### config.mk
export PLATFORM = sky130hd
export DESIGN_NAME = column_encoder
export DESIGN_NICKNAME = d
export VERILOG_FILES = /design/src/rtl/column_pkg.sv /design/src/rtl/rec_fifo.sv /design/src/rtl/column_encoder.sv
export SDC_FILE = /design/constraint.sdc
export NUM_CORES = 1
export LEC_CHECK = 0
export CAP_MARGIN = 20
export CORE_ASPECT_RATIO = 0.5
export CORE_MARGIN = 4
export CORE_UTILIZATION = 58
export CTS_CLUSTER_DIAMETER = 200
export DETAILED_ROUTE_END_ITERATION = 7
export PLACE_DENSITY = 0.77
export SLEW_MARGIN = 20
export SYNTH_ARGS = -nofsm -noshare
export SYNTH_HDL_FRONTEND = slang
export SYNTH_HIERARCHICAL = 1
export SYNTH_SLANG_ARGS = --single-unit
### constraint.sdc
create_clock -name clk -period 3.4 [get_ports clk]
set_clock_uncertainty 0.2 [all_clocks]
set_input_delay 0.34 -clock clk [delete_from_list [all_inputs] [get_ports clk]]
set_output_delay 0.34 -clock clk [all_outputs]
set_load 0.02 [all_outputs]
### src/rtl/column_pkg.sv
// column_pkg: shared record type, encoder states and W0 field layout
package column_pkg;
    localparam int NUM_COLS_DEFAULT = 640;
    localparam int DIR_BIT = 9;
    localparam int TT_HI = 8;
    localparam int TT_LO = 6;
    localparam int TC_HI = 5;
    localparam int TC_LO = 0;
    typedef struct packed {
        logic [15:0] top;
        logic [15:0] height;
        logic        dir;
        logic [2:0]  tex_type;
        logic [5:0]  tex_col;
        logic [15:0] scale;
        logic        last;
    } col_rec_t;
    typedef enum logic [2:0] {IDLE, W0, W1, W2, W3} enc_state_t;
    function automatic logic [15:0] pack_w0(input col_rec_t r);
        logic [15:0] w;
        w = '0;
        w[DIR_BIT] = r.dir;
        w[TT_HI:TT_LO] = r.tex_type;
        w[TC_HI:TC_LO] = r.tex_col;
        return w;
    endfunction
endpackage

### src/rtl/rec_fifo.sv
// rec_fifo: synchronous FIFO of column records with full/empty flags
module rec_fifo
    import column_pkg::*;
#(
    parameter int DEPTH = 4
) (
    input  logic     clk,
    input  logic     reset_n,
    input  logic     push,
    input  col_rec_t wr_data,
    input  logic     pop,
    output col_rec_t rd_data,
    output logic     full,
    output logic     empty
);
    localparam int AW = $clog2(DEPTH);
    col_rec_t mem [DEPTH];
    logic [AW-1:0] wr_ptr, rd_ptr;
    logic [AW:0] count;
    always_ff @(posedge clk)
        if (push) mem[wr_ptr] <= wr_data;
    always_ff @(posedge clk or negedge reset_n) begin
        if (!reset_n) begin
            wr_ptr <= '0;
            rd_ptr <= '0;
            count  <= '0;
        end else begin
            if (push) wr_ptr <= wr_ptr + AW'(1);
            if (pop) rd_ptr <= rd_ptr + AW'(1);
            count <= count + (AW+1)'(push) - (AW+1)'(pop);
        end
    end
    assign rd_data = mem[rd_ptr];
    assign full    = count == (AW+1)'(DEPTH);
    assign empty   = count == '0;
endmodule

### src/rtl/column_encoder.sv
// column_encoder: serialises buffered column records into four-word Avalon-MM writes
module column_encoder
    import column_pkg::*;
#(
    parameter int FIFO_DEPTH = 4,
    parameter int NUM_COLS   = NUM_COLS_DEFAULT
) (
    input  logic        clk,
    input  logic        reset_n,
    input  logic        in_valid,
    output logic        in_ready,
    input  logic [15:0] in_top,
    input  logic [15:0] in_height,
    input  logic        in_dir,
    input  logic [2:0]  in_tex_type,
    input  logic [5:0]  in_tex_col,
    input  logic [15:0] in_scale,
    input  logic        in_last,
    output logic        avm_chipselect,
    output logic        avm_write,
    output logic [15:0] avm_writedata,
    input  logic        avm_waitrequest,
    input  logic        err_clr,
    output logic        frame_done,
    output logic        busy,
    output logic [9:0]  col_count,
    output logic        err_sync
);
    localparam logic [9:0] LAST_COL = 10'(NUM_COLS - 1);
    col_rec_t in_rec, head, hold;
    enc_state_t state;
    logic full, empty, push, pop, accept, last_col, set_err;
    assign in_rec = '{top: in_top, height: in_height, dir: in_dir, tex_type: in_tex_type,
                      tex_col: in_tex_col, scale: in_scale, last: in_last};
    assign in_ready       = !full;
    assign push           = in_valid && !full;
    assign accept         = avm_write && !avm_waitrequest;
    assign pop            = !empty && (state == IDLE || (state == W3 && accept));
    assign last_col       = col_count == LAST_COL;
    assign set_err        = state == W3 && accept && (last_col != hold.last);
    assign busy           = !empty || state != IDLE;
    assign avm_chipselect = avm_write;
    rec_fifo #(.DEPTH(FIFO_DEPTH)) u_fifo (
        .clk(clk),
        .reset_n(reset_n),
        .push(push),
        .wr_data(in_rec),
        .pop(pop),
        .rd_data(head),
        .full(full),
        .empty(empty)
    );
    always_ff @(posedge clk or negedge reset_n) begin
        if (!reset_n) begin
            state         <= IDLE;
            hold          <= '0;
            avm_write     <= 1'b0;
            avm_writedata <= '0;
            col_count     <= '0;
            frame_done    <= 1'b0;
            err_sync      <= 1'b0;
        end else begin
            frame_done <= 1'b0;
            err_sync   <= set_err || (err_sync && !err_clr);
            case (state)
                IDLE: if (pop) begin
                    hold          <= head;
                    avm_write     <= 1'b1;
                    avm_writedata <= pack_w0(head);
                    state         <= W0;
                end
                W0: if (accept) begin
                    avm_writedata <= hold.height;
                    state         <= W1;
                end
                W1: if (accept) begin
                    avm_writedata <= hold.top;
                    state         <= W2;
                end
                W2: if (accept) begin
                    avm_writedata <= hold.scale;
                    state         <= W3;
                end
                W3: if (accept) begin
                    col_count  <= last_col ? '0 : col_count + 10'd1;
                    frame_done <= last_col;
                    if (pop) begin
                        hold          <= head;
                        avm_writedata <= pack_w0(head);
                        state         <= W0;
                    end else begin
                        avm_write     <= 1'b0;
                        avm_writedata <= '0;
                        state         <= IDLE;
                    end
                end
                default: state <= IDLE;
            endcase
        end
    end
endmodule

==> impl_results.md <==
* Slowest Stage Delay on Critical Path at roughly 640 ps
* Netlist cell types at 51
* Pins Over Slew Limit at 0
* Syn Std Cell Area at 0.0127 mm^2
* R2R setup slack at between 900 and 1000 ps
* Num rows at 37
* Primary FF master, synth: edfxtp_1
* Most common cell after layout, fill and taps aside: edfxtp_1
* CP required at 2860 ps
* H-tree Lvls at 1
* Critical path class: reg -> out
* Largest net degree at the start of global routing at 60
* CTS tree: yes
* Worst Setup Start Kind: flip-flop
* HPWL after detailed placement at between 15 and 20 mm
* Port bufs at 95
* Slew @ Worst Pin at 778 ps
* Busiest layer in global routing: met2
* Synth Register Bits at approximately 320
* Leading cell types in the layout, fill and taps excluded: edfxtp_1, clkdlybuf4s50_1, dfrtp_1
* Status: finished, final reports clean
* Placement Cell Area at ~0.014 mm^2
* Root Driver: clkbuf_16
* Area grow syn2layout at 16.1%
* GRT Total Usage at 20.8%
* Met3 GRT Util at between 4 and 5%
* Die area at around 0.024 mm^2
* CTS clk-pin slew, worst paths at 60 ps
* Maxcap violations at 0
* DRT antenna net count at 0
* Synth Instances at around 630
* TritonCTS buffer count at 27
* Tcrit/Tclk final at roughly 79%
* Worst rel slew slack at just under 50%
* Fin area at 0.0147 mm^2
* Top-Level Pins at between 90 and 100
* Peak supply drop at 0.480 mV
* Power density cells at roughly 880 mW/mm^2
* Max FO, Critical Path at 28
* RSZ-0062 raised after global routing: false
* Placer Congestion at about 0.83
* Diode count at 0
* Nets at around 820
* Total negative setup slack at 0 ps
* Die width at 217 um
* Initial Util at approximately three fifths
* DRC Markers at 0
* GR Util met1 at approximately 31%
* Initial antenna violation count at 0
* DR WL/cell at 23.3 um
* Wire length of the first global-routing pass at ~39 mm
* Crit path time final at ~2700 ps
* Syn nets at roughly 710
* Clock Latency Late Sink at between 500 and 600 ps
* Leak pwr at between 5 and 6 nW
* Syn_area_per_cell at between 15 and 20 um^2
* Fmax at 371 MHz
* Final hold vios at 0
* Hold WC Path Type: in -> async
* GR Util met2 at 32.9%
* DRT Wirelength at around 25 mm
* First DRT Iteration DRCs at 550
* Post-synthesis async set-or-reset flop share at a little over a quarter
* Die Y at approximately 110 um
* Total of warnings raised by yosys at 6
* 1st-pass router iterations at 4
* Share of cells above drive strength 1 at between 20% and 30%
* CP Capture Type: primary output
* EDFF count, synth at around 240
* Core footprint at 0.0210 mm^2
* Clock Sinks at around 320
* Via count at 6235
* Finish-stage setup viols at 0
* Number of global-route vias before repair at between 6000 and 7000
* Slowest CP cell: clkdlybuf4s50_1
* Register area share after synthesis at between 70 and 80%
* Vias per cell at between 5 and 6
* Fin util at approximately 70%
* Total global routing overflow at 0
* Cells along the critical path: buf_4 -> nor2_1 -> nand3b_1 -> clkdlybuf4s50_1
* CTS max path bufs at 3
* Setup bufs post-CTS at 0
* Crit path DAT at ~2200 ps
==> report_power, final <==
group / switching, mW / leakage [nW] / internal (mW)
combinational: 2.08 / 1.54 / 2.03
sequential: 0.582 / 3.22 / 5.37
clock: 1.32 / 0.392 / 1.54
total: 3.98 / 5.15 / 8.94
==> final cells by class <==
cell class,count,area [um^2]
fill,1316,6300
timing repair buffer,114,1140
sequential,324,9290
clock inverter,8,42.5
multi-input combinational,265,3060
clock buffer,42,762
tap,292,365
inverter,12,45.0
==> state kept, by name (all words and copies together), names as in the netlist <==
register and cells:
hold 49, u_fifo/mem 236, col_count 10, frame_done 1
u_fifo/wr_ptr 2, avm_chipselect 1, err_sync 1, avm_writedata 16
u_fifo/count 3, state 3, u_fifo/rd_ptr 2
==> final timing paths <==
| path | start | endpoint | cells past startpoint |
|---|---|---|---|
| worst min-delay path | reset_n | col_count[2] | 2 |
| worst min register to register | hold[30] | hold[30] | 1 |
| max in group asynchronous | reset_n | avm_writedata[8] | 3 |
| worst max register to register | u_fifo/count[1] | hold[44] | 6 |
| min in group clk | err_clr | err_sync | 2 |
| worst max-delay path | state[1] | busy | 4 |
==> per-layer routing <==
| metal | wire (um) | up-vias |
|---|---|---|
| met1 | 11000 | 3260 |
| met3 | 1690 | 29 |
| li1 | - | 2749 |
| met5 | 0 | - |
| met4 | 363 | 0 |
| met2 | 11600 | 197 |
==> synth_stat cells, types with 2 or more instances <==
| cell type | instances | area [um^2] |
|---|---|---|
| a211oi_1 | 3 | 22.5 |
| a21oi_1 | 12 | 60.1 |
| a221o_1 | 7 | 70.1 |
| a22oi_1 | 13 | 97.6 |
| and2_1 | 4 | 25.0 |
| and3_1 | 2 | 12.5 |
| buf_12 | 6 | 120 |
| buf_2 | 11 | 55.1 |
| buf_4 | 4 | 30.0 |
| buf_6 | 6 | 67.6 |
| clkbuf_1 | 6 | 22.5 |
| dfrtp_1 | 88 | 2200 |
| edfxtp_1 | 236 | 7090 |
| ha_1 | 7 | 87.6 |
| inv_1 | 12 | 45.0 |
| mux2_1 | 24 | 270 |
| mux2_2 | 38 | 428 |
| mux2i_1 | 7 | 70.1 |
| mux4_2 | 58 | 1310 |
| nand2_1 | 14 | 52.6 |
| nand2b_1 | 4 | 25.0 |
| nand3_1 | 7 | 35.0 |
| nor2_1 | 13 | 48.8 |
| nor2b_1 | 3 | 18.8 |
| nor3_1 | 3 | 15.0 |
| o21ai_0 | 6 | 30.0 |
| o22ai_1 | 2 | 12.5 |
| o2bb2ai_1 | 6 | 52.6 |
| xnor2_1 | 4 | 35.0 |
| xor2_1 | 7 | 61.3 |
==> timing repair <==
| action | 4_1_cts | 5_1_grt |
|---|---|---|
| resized for setup | 0 | 0 |
| endpoints found under the hold margin | 41 | 0 |
| hold buffers | 1 | 0 |
==> logic make-up after synthesis <==
kind of cell / synth area share [%]
fa+ha+maj: 0.849
xor+xnor: 0.760
simple gates: 2.61
buf+inv: 2.68
compound gates: 3.27
mux: 16.6
flops: 73.3
==> critical path: cells and delay by family (launching register included) <==
family | cells | cell delay (ps)
AND/OR/NAND/NOR | 2 | 230
buffers and inverters | 2 | 1010
flip-flops | 1 | 370
==> through the flow <==
step / hold WS [ps] / instances / setup slack (ps) / total power [mW]
5_1_grt: 179 / 1057 / 562 / 13.6
3_3_place_gp: 165 / 1006 / 846 / 9.99
3_5_place_dp: 164 / 1006 / 804 / 10.2
2_1_floorplan: -156 / 634 / 426 / 8.92
4_1_cts: 142 / 1057 / 642 / 13.1
6_report: 136 / 1057 / 706 / 12.9
No activity file was read; power rests on OpenSTA's default activity.
